--- src/rtl/mult_pkg.sv ---
// Shared definitions for the sequential shift-add multiplier family.
package mult_pkg;

    localparam logic [1:0] ST_IDLE = 2'd0;
    localparam logic [1:0] ST_CALC = 2'd1;
    localparam logic [1:0] ST_FIX  = 2'd2;

    // Ceiling log2, used to size the iteration counter.
    function automatic int clog2(input int n);
        int r;
        r = 0;
        for (int i = 0; i < 32; i++) begin
            if ((1 << r) < n) r = r + 1;
        end
        return r;
    endfunction

endpackage

--- src/rtl/mult_abs.sv ---
// Combinational conditional two's-complement negate.
// With neg=1 the most negative input maps onto itself, which read as
// unsigned is exactly its magnitude, so no overflow handling is needed.
module mult_abs #(
    parameter int W = 8
) (
    input  logic [W-1:0] val,
    input  logic         neg,
    output logic [W-1:0] res
);

    assign res = neg ? -val : val;

endmodule

--- src/rtl/mult_seq_param.sv ---
// Parametrised sequential shift-add multiplier, signed or unsigned per
// operation, with optional early termination once the remaining
// multiplier bits are zero. Handshake: start / busy / done.
module mult_seq_param
    import mult_pkg::*;
#(
    parameter int WIDTH      = 8,
    parameter int EARLY_EXIT = 0
) (
    input  logic               clk,
    input  logic               reset,
    input  logic               start,
    input  logic               tc,
    input  logic [WIDTH-1:0]   a,
    input  logic [WIDTH-1:0]   b,
    output logic               busy,
    output logic               done,
    output logic [2*WIDTH-1:0] product
);

    localparam int CW = (clog2(WIDTH) < 1) ? 1 : clog2(WIDTH);
    localparam logic [CW-1:0] LAST = CW'(WIDTH - 1);

    logic [1:0]           state;
    logic [1:0]           state_nxt;
    logic [WIDTH-1:0]     a_abs;
    logic [WIDTH-1:0]     b_abs;
    logic [WIDTH-1:0]     a_mag;
    logic [WIDTH-1:0]     b_mag;
    logic [WIDTH-1:0]     b_shift;
    logic [2*WIDTH-1:0]   a_ext;
    logic [2*WIDTH-1:0]   acc;
    logic [2*WIDTH-1:0]   acc_fix;
    logic [CW-1:0]        ctr;
    logic                 neg;

    mult_abs #(.W(WIDTH)) u_abs_a (
        .val (a),
        .neg (tc & a[WIDTH-1]),
        .res (a_abs)
    );

    mult_abs #(.W(WIDTH)) u_abs_b (
        .val (b),
        .neg (tc & b[WIDTH-1]),
        .res (b_abs)
    );

    mult_abs #(.W(2*WIDTH)) u_sign_fix (
        .val (acc),
        .neg (neg),
        .res (acc_fix)
    );

    assign b_shift = b_mag >> 1;
    assign a_ext   = {{WIDTH{1'b0}}, a_mag};
    assign busy    = (state != ST_IDLE);

    // State register.
    always_ff @(posedge clk or negedge reset) begin
        if (!reset) state <= ST_IDLE;
        else        state <= state_nxt;
    end

    // Next-state logic: CALC ends after the last bit, or early once the
    // remaining multiplier bits are all zero when EARLY_EXIT is enabled.
    always_comb begin
        state_nxt = state;
        case (state)
            ST_IDLE: if (start) state_nxt = ST_CALC;
            ST_CALC: begin
                if (ctr == LAST || (EARLY_EXIT != 0 && b_shift == '0))
                    state_nxt = ST_FIX;
            end
            ST_FIX:  state_nxt = ST_IDLE;
            default: state_nxt = ST_IDLE;
        endcase
    end

    // Datapath: latch magnitudes on accept, shift-add in CALC, sign fix in FIX.
    always_ff @(posedge clk or negedge reset) begin
        if (!reset) begin
            a_mag   <= '0;
            b_mag   <= '0;
            acc     <= '0;
            ctr     <= '0;
            neg     <= 1'b0;
            product <= '0;
            done    <= 1'b0;
        end else begin
            done <= 1'b0;
            case (state)
                ST_IDLE: begin
                    if (start) begin
                        a_mag <= a_abs;
                        b_mag <= b_abs;
                        neg   <= tc & (a[WIDTH-1] ^ b[WIDTH-1]);
                        acc   <= '0;
                        ctr   <= '0;
                    end
                end
                ST_CALC: begin
                    if (b_mag[0]) acc <= acc + (a_ext << ctr);
                    b_mag <= b_shift;
                    ctr   <= ctr + 1'b1;
                end
                ST_FIX: begin
                    product <= acc_fix;
                    done    <= 1'b1;
                end
                default: ;
            endcase
        end
    end

endmodule
--- config.mk ---
export PLATFORM = sky130hd
export DESIGN_NAME = mult_seq_param
export DESIGN_NICKNAME = d
export VERILOG_FILES = /design/src/rtl/mult_pkg.sv /design/src/rtl/mult_abs.sv /design/src/rtl/mult_seq_param.sv
export SDC_FILE = /design/constraint.sdc
export NUM_CORES = 1
export LEC_CHECK = 0
export CAP_MARGIN = 20
export CORE_MARGIN = 3
export CORE_UTILIZATION = 45
export CTS_BUF_LIST = sky130_fd_sc_hd__clkbuf_4
export DETAILED_ROUTE_END_ITERATION = 8
export GPL_TIMING_DRIVEN = 1
export HOLD_SLACK_MARGIN = 0.03
export MAX_ROUTING_LAYER = met4
export PLACE_DENSITY = 0.66
export SETUP_SLACK_MARGIN = 0.3
export SLEW_MARGIN = 0
export SYNTH_ARGS = -nofsm -noshare
export SYNTH_HDL_FRONTEND = slang
export SYNTH_SLANG_ARGS = --single-unit
--- constraint.sdc ---
create_clock -name clk -period 6.4 [get_ports clk]
set_input_delay 1.28 -clock clk [delete_from_list [all_inputs] [get_ports clk]]
set_output_delay 1.28 -clock clk [all_outputs]
set_load 0.02 [all_outputs]
==> results of run 1 <==
worst max-delay path by stage:
stage | startpoint | to | slack (ns) | cells past startpoint
2_1_floorplan | ctr[0] | acc[12] | 3.73 | 11
4_1_cts | ctr[1] | acc[11] | 3.41 | 10
6_report | ctr[1] | acc[13] | 3.38 | 12
5_1_grt | ctr[1] | acc[13] | 3.10 | 12
3_5_place_dp | start | acc[2] | 3.46 | 4
3_3_place_gp | start | acc[2] | 3.47 | 4
placed cells by master, fill, tap and decap left out, types with 2 or more instances in the layout:
cell / count
a22oi_1: 7
o21a_1: 2
xor2_1: 22
mux2_2: 5
mux2i_1: 11
o22ai_1: 4
o21ai_0: 49
a22o_1: 2
a31oi_1: 3
ha_1: 20
nand2_1: 70
a211oi_1: 2
o211ai_1: 4
o21ai_1: 6
and2_1: 5
clkbuf_4: 5
nor2b_1: 3
dfrtp_1: 55
o31ai_1: 7
inv_1: 16
a21oi_1: 18
clkdlybuf4s50_1: 36
nor2_1: 26
nand3_1: 8
a21o_1: 3
o41ai_1: 3
buf_4: 2
xnor2_1: 14
nand2b_1: 5
nor3_1: 3
nand4_1: 4
synthesized netlist by cell type, types with 2 or more instances:
library cell  instances
xnor2_1              14
a21oi_1              18
a31oi_1               3
xor2_1               22
nor2_1               26
nand2b_1              5
a22oi_1               7
buf_2                 2
a22o_1                2
o22ai_1               4
mux2_2                5
a21o_1                3
ha_1                 20
a211oi_1              2
nand4_1               4
dfrtp_1              55
inv_1                16
nand3_1               8
nand2_1              70
o31ai_1               7
nor3_1                3
o21a_1                2
clkbuf_1             15
o41ai_1               3
o211ai_1              4
o21ai_0              49
and2_1                5
nor2b_1               3
mux2i_1              11
o21ai_1               6
metrics by stage:
stage               cell area (um2)  hold slack, ns  utilization (%)  power, mW  setup WS [ns]
global route                   4140           0.533             53.0       2.29           3.10
floorplan                      3670           0.465                -       1.60           3.73
finish                         4140           0.495             53.0       2.08           3.38
global placement               4080           0.463             52.2       1.91           3.47
CTS                            4140           0.505             53.0       2.09           3.41
detailed placement             4080           0.471             52.2       1.93           3.46
layer usage:
| metal | routed length (um) | GRT usage (%) | share of wire (%) |
|---|---|---|---|
| met1 | 3400 | 21.2 | 45 |
| met2 | 3640 | 32.4 | 48 |
| met3 | 334 | 2.42 | 4.4 |
| met4 | 201 | 6.31 | 2.7 |
| met5 | 0 | - | 0 |
flip-flops by register name, indices dropped and copies added (netlist names):
name,flops
state,2
done,1
product,16
acc,16
b_mag,8
neg,1
a_mag,8
ctr,3
cells by family (layout without fill, tap and decap cells):
family / count (synthesis) / after routing / share of synthesized area [%]
AND/OR/NAND/NOR: 134 / 134 / 16.7
AO/OA/AOI/OAI: 121 / 121 / 20.9
flip-flops: 55 / 55 / 37.5
XOR/XNOR: 36 / 36 / 8.59
buffers and inverters: 36 / 63 / 4.43
adder cells (fa/ha/maj): 21 / 21 / 7.36
multiplexers: 16 / 16 / 4.53
critical path: cells and delay by family, from the launching register on:
| kind | cells | cell delay, ns |
|---|---|---|
| and+or+nand+nor | 3 | 0.27 |
| adders and majority gates | 1 | 0.38 |
| muxes | 1 | 0.40 |
| DFF | 1 | 0.67 |
| xor gates and xnor gates | 1 | 0.14 |
| AOI/OAI and AO/OA | 6 | 1.05 |
final cells by class:
type,count,area (um2)
fill,721,3670
clock inverter,3,20.0
multi-input combinational,328,2130
sequential,55,1380
tap,102,128
clock buffer,5,37.5
inverter,16,60.1
timing repair buffer,39,380
power groups by stage:
stage	clock, mW	sequential [mW]	combinational, mW
after CTS	0.160	0.668	1.26
after global routing	0.174	0.697	1.42
after floorplan	0	0.661	0.934
final	0.155	0.668	1.26
after detailed placement	0	0.677	1.25
after global placement	0	0.672	1.24
==> summary.txt, run 1 <==
Status
  • Status: finished, final reports clean

Logic synthesis
  • Ys async rst share: 100%
  • Register area share after synthesis: 37.5%
  • Mapped Area: 3670 um2
  • Yosys cell types: 55
  • Synth Register Bits: 55
  • Yosys top cell area share: 37.5%
  • Post-synthesis cell count: 419
  • Syn Nets: 460
  • Syn_area_per_cell: 8.76 um2
  • Post-synth top area cell: dfrtp_1
  • Synth top area cells: dfrtp_1 (37%), nand2_1 (7.2%), ha_1 (6.8%)
  • Main synth FF type: dfrtp_1
  • Post-synth EDFFs: 0
  • Synthesis Warnings: 0

CTS
  • Root buf cell: clkbuf_4
  • Cts hold-fix bufs: 0
  • Resized Gates After CTS: 0
  • CTS Buf Count: 5
  • H-tree levels: 2
  • Number of setup buffers added after CTS: 0
  • CTS max path bufs: 2
  • # clock sinks: 55
  • Latest clock arrival within the worst-skew pair: 0.39 ns
  • TritonCTS clock tree: built
  • CTS clk-pin slew, worst paths: 0.17 ns

GRT
  • Vias in the first global route: 2833
  • Total track usage: 18.3%
  • Total global routing overflow: 0
  • Pin count of the biggest net entering global routing: 56
  • Initial antenna violation count: 0
  • First-pass GRT wire length: 12900 um

Route
  • DRC: 0
  • Iter 0 DRT Violations: 153
  • Detailed Routing Iterations Pass 1: 4
  • Wire per inst: 13.8 um
  • Antenna violation net count after detailed routing: 0
  • WL final: 7580 um
  • DR vias: 2996
  • Routed vias/inst: 5.47

Timing
  • Final setup fails: 0
  • F_max: 0.331 GHz
  • Worst slew pin tran: 0.973 ns
  • Sum of negative setup slack: 0 ns
  • Fin crit period: 3.02 ns
  • Final period util: 47.2%
  • Max Clock Skew: 0.0212 ns
  • Max-slew violations: 0
  • Slew margin rel.: 35.2%
  • RSZ-0062 raised after global routing: false
  • Final hold vios: 0

Worst setup path
  • R2r setup slk: 3.38 ns
  • Critical R2R Launch: ctr[1]
  • WP data required: 6.69 ns
  • Setup crit start kind: flip-flop
  • Crit path largest cell delay: 0.67 ns
  • Worst Setup End Kind: flip-flop
  • FF-to-FF End: acc[13]
  • Reg2Reg Depth: 12
  • CP arrival: 3.31 ns
  • Critical Path Most Common Cell: a21oi_1
  • WS Path Type: reg2reg
  • Critical-path top delay cell: dfrtp_1
  • Crit-path max FO: 13
  • CP Cell Sequence: mux2_2 -> nand2_1 -> o21ai_0 -> nor2_1 -> a21oi_1 -> ha_1 -> a21oi_1 -> o211ai_1 -> a21oi_1 -> nand2_1 -> xor2_1 -> a22o_1

Die
  • Die Y: 96.3 um
  • Core area: 7810 um2
  • Num rows: 32
  • Ports: 38
  • Initial Util: 47.0%
  • Die Wd: 96.3 um
  • Die ar.: 9280 um2

Power and ir drop
  • Net Sw Frac: 48.0%
  • LEAKAGE: 1.83 nW
  • Pwr dens: 504 nW/um2
  • Gate power share: 60.5%
  • Share of total power in sequential cells: 32.1%
  • Clk pwr share: 7.4%
  • P_int: 1.08 mW
  • Psw: 1.00 mW
  • Maximum vdd drop: 0.177 mV

Cells and area
  • Final Non-Filler Cells: 548
  • Area added between synthesis and finish: 12.6%
  • Antenna diodes: 0
  • Share of cells above drive strength 1: 6.28%
  • Nets@finish: 486

Place
  • IO buf count: 37
  • Placed Instances: 540
  • RD Place Congestion: 0.847
  • HPWL Detailed: 5940 um

Worst hold path
  • Hold Crit Class: reg2reg
  • Hold Startpoint: product[5]
  • Hold depth: 2
  • Worst Hold Endpoint: product[5]

Flow run
  • MaxCap Viol Count: 0
Note: power is estimated with default switching activity, not from simulation.
==> run 2, diff against run 1 <==
==> constraint.sdc (replaced) <==
create_clock -name clk -period 3.1 [get_ports clk]
set_input_delay 0.62 -clock clk [delete_from_list [all_inputs] [get_ports clk]]
set_output_delay 0.62 -clock clk [all_outputs]
set_load 0.02 [all_outputs]
==> run 2 against run 1 <==
Net effect: power rose by 120%; sequential share of layout area fell by 0.99 points; routed wire length rose by 4.8%; clock power rose by 110%.
==> summary.txt, run 2 (synthesis results as in run 1) <==
Worst setup path
  • WS Path Type: reg2reg
  • Setup crit start kind: flip-flop
  • Crit-path max FO: 7
  • Critical R2R Launch: ctr[1]
  • R2r setup slk: 0.37 ns
  • CP Launch Point: ctr[1]
  • Reg2Reg Depth: 11
  • CP arrival: 3.00 ns
  • Worst Setup End Kind: flip-flop
  • FF-to-FF End: acc[12]
  • WP data required: 3.37 ns
  • Critical Path End: acc[12]

Place
  • Post-Place Cell Area: 4100 um2
  • Placed Instances: 543
  • Pre-CTS worst setup slack: 0.134 ns
  • HPWL Detailed: 6150 um
  • IO buf count: 37
  • RD Place Congestion: 0.845

Flow run
  • MaxCap Viol Count: 0

Worst hold path
  • Hold Crit Class: in2async

GRT
  • Pin count of the biggest net entering global routing: 34
  • Initial antenna violation count: 0
  • Total track usage: 18.7%
  • Total global routing overflow: 0
  • Vias in the first global route: 2880
  • First-pass GRT wire length: 13200 um

Die
  • Core area: 7810 um2
  • Num rows: 32
  • Initial Util: 47.0%
  • Die Y: 96.3 um
  • Ports: 38
  • Die ar.: 9280 um2
  • Die Wd: 96.3 um

Route
  • DR vias: 3054
  • DR WL met2: 3840 um
  • Top Layer Used: met4
  • WL final: 7950 um
  • Met3 WL: 323 um
  • Iter 0 DRT Violations: 198
  • Metal1 wirelength: 3660 um
  • DRC: 0
  • Detailed Routing Iterations Pass 1: 4
  • Antenna violation net count after detailed routing: 0
  • Wire per inst: 14.2 um
  • Routed vias/inst: 5.44

Power and ir drop
  • Pwr dens: 1060 nW/um2
  • Maximum vdd drop: 0.347 mV
  • LEAKAGE: 1.89 nW

Cells and area
  • Area added between synthesis and finish: 16.4%
  • Commonest non-fill, non-tap cells in the layout: nand2_1 (70), dfrtp_1 (52), o21ai_0 (46)
  • Filler cells: 740
  • Antenna diodes: 0
  • Register Area: 1380 um2
  • Layout Utilization: 54.7%
  • Nets@finish: 499
  • Final Non-Filler Cells: 561
  • Most frequent standard cell in the layout excluding fill and tap cells: nand2_1
  • Design Area, Final: 4270 um2
  • Regs by FF count: acc: 16 flops, product: 16 flops
  • Multi-input logic area: 2170 um2
  • Share of cells above drive strength 1: 12.0%

CTS
  • CTS Buf Count: 5
  • Root buf cell: clkbuf_4
  • TritonCTS clock tree: built
  • Latest clock arrival within the worst-skew pair: 0.39 ns
  • # clock sinks: 55
  • CTS clk-pin slew, worst paths: 0.16 ns
  • H-tree levels: 2
  • Cts hold-fix bufs: 0
  • CTS max path bufs: 2

Timing
  • F_max: 0.366 GHz
  • Final setup fails: 0
  • Final WS setup: 0.368 ns
  • Sum of negative setup slack: 0 ns
  • Slew margin rel.: 34.0%
  • Worst slew pin tran: 0.990 ns
  • RSZ-0062 raised after global routing: true
  • Max-slew violations: 0
  • Final period util: 88.1%
  • Max Clock Skew: 0.0132 ns
  • Final hold vios: 0
  • Fin crit period: 2.73 ns

Status
  • Status: finished, final reports clean
run 2: cell count changes in the layout (fill, tap and decap cells not counted), sizes merged:
cell | previous run | this run
buf | 3 | 16
clkbuf | 5 | 6
clkinv | 2 | 1
run 2: area by class of cell:
class / instances / share of cell area, %
Tap cell: 102 / 2.99
Timing Repair Buffer: 52 / 11.1
Sequential cell: 55 / 32.3
Multi-Input combinational cell: 328 / 50.8
Clock inverter: 2 / 0.293
Clock buffer: 6 / 1.05
Inverter: 16 / 1.41
run 2: worst min-delay path by stage:
stage                      startpoint           to  depth (start not counted)
after floorplan                 reset     a_mag[0]                          0
after global placement    product[10]  product[10]                          2
after detailed placement   product[5]   product[5]                          2
after CTS                       reset      acc[10]                          1
after global routing            reset       acc[9]                          1
final                           reset       acc[6]                          1
run 2: per-layer routing:
layer | GRT usage [%] | vias to the layer above
met5 | - | -
met4 | 4.91 | 0
met3 | 2.81 | 11
met2 | 32.7 | 69
met1 | 22.5 | 1420
li1 | - | 1554
run 2: what timing repair did:
item / in CTS / in global routing
endpoints found under the setup margin: 7 / 8
buffers inserted: 0 / 10
pin swaps: 0 / 3
resized for setup: 2 / 14
run 2: worst max-delay path, stage by stage, from the launching register on:
cell and delay [ns]:
dfrtp_2 0.48, buf_4 0.15, mux2i_1 0.13, mux2_2 0.29, o22ai_1 0.16, ha_2 0.35
a21oi_1 0.25, o21ai_2 0.12, a21o_1 0.20, a221oi_2 0.23, xor2_1 0.17, o21ai_0 0.08
run 2: report_power, final:
part,total (mW),internal (mW),switching [mW]
logic,2.85,1.26,1.59
clock network,0.325,0.0968,0.228
registers,1.36,1.02,0.339
run 2: metrics by stage:
stage               hold WS [ns]  power, mW
detailed placement         0.470       4.03
CTS                        0.102       4.35
finish                    0.0926       4.54
global placement           0.461       4.02
global route              0.0853       4.96
floorplan                  0.324       3.29
==> run 3, diff against run 2 <==
--- a/config.mk
+++ b/config.mk
@@ -5,12 +5,10 @@
 export SDC_FILE = /design/constraint.sdc
 export NUM_CORES = 1
 export LEC_CHECK = 0
-export CAP_MARGIN = 20
 export CORE_MARGIN = 3
 export CORE_UTILIZATION = 45
 export CTS_BUF_LIST = sky130_fd_sc_hd__clkbuf_4
 export DETAILED_ROUTE_END_ITERATION = 8
-export GPL_TIMING_DRIVEN = 1
 export HOLD_SLACK_MARGIN = 0.03
 export MAX_ROUTING_LAYER = met4
 export PLACE_DENSITY = 0.66
==> results of run 3 <==
The final DEF is identical to that of run 2; final timing and power are the same.
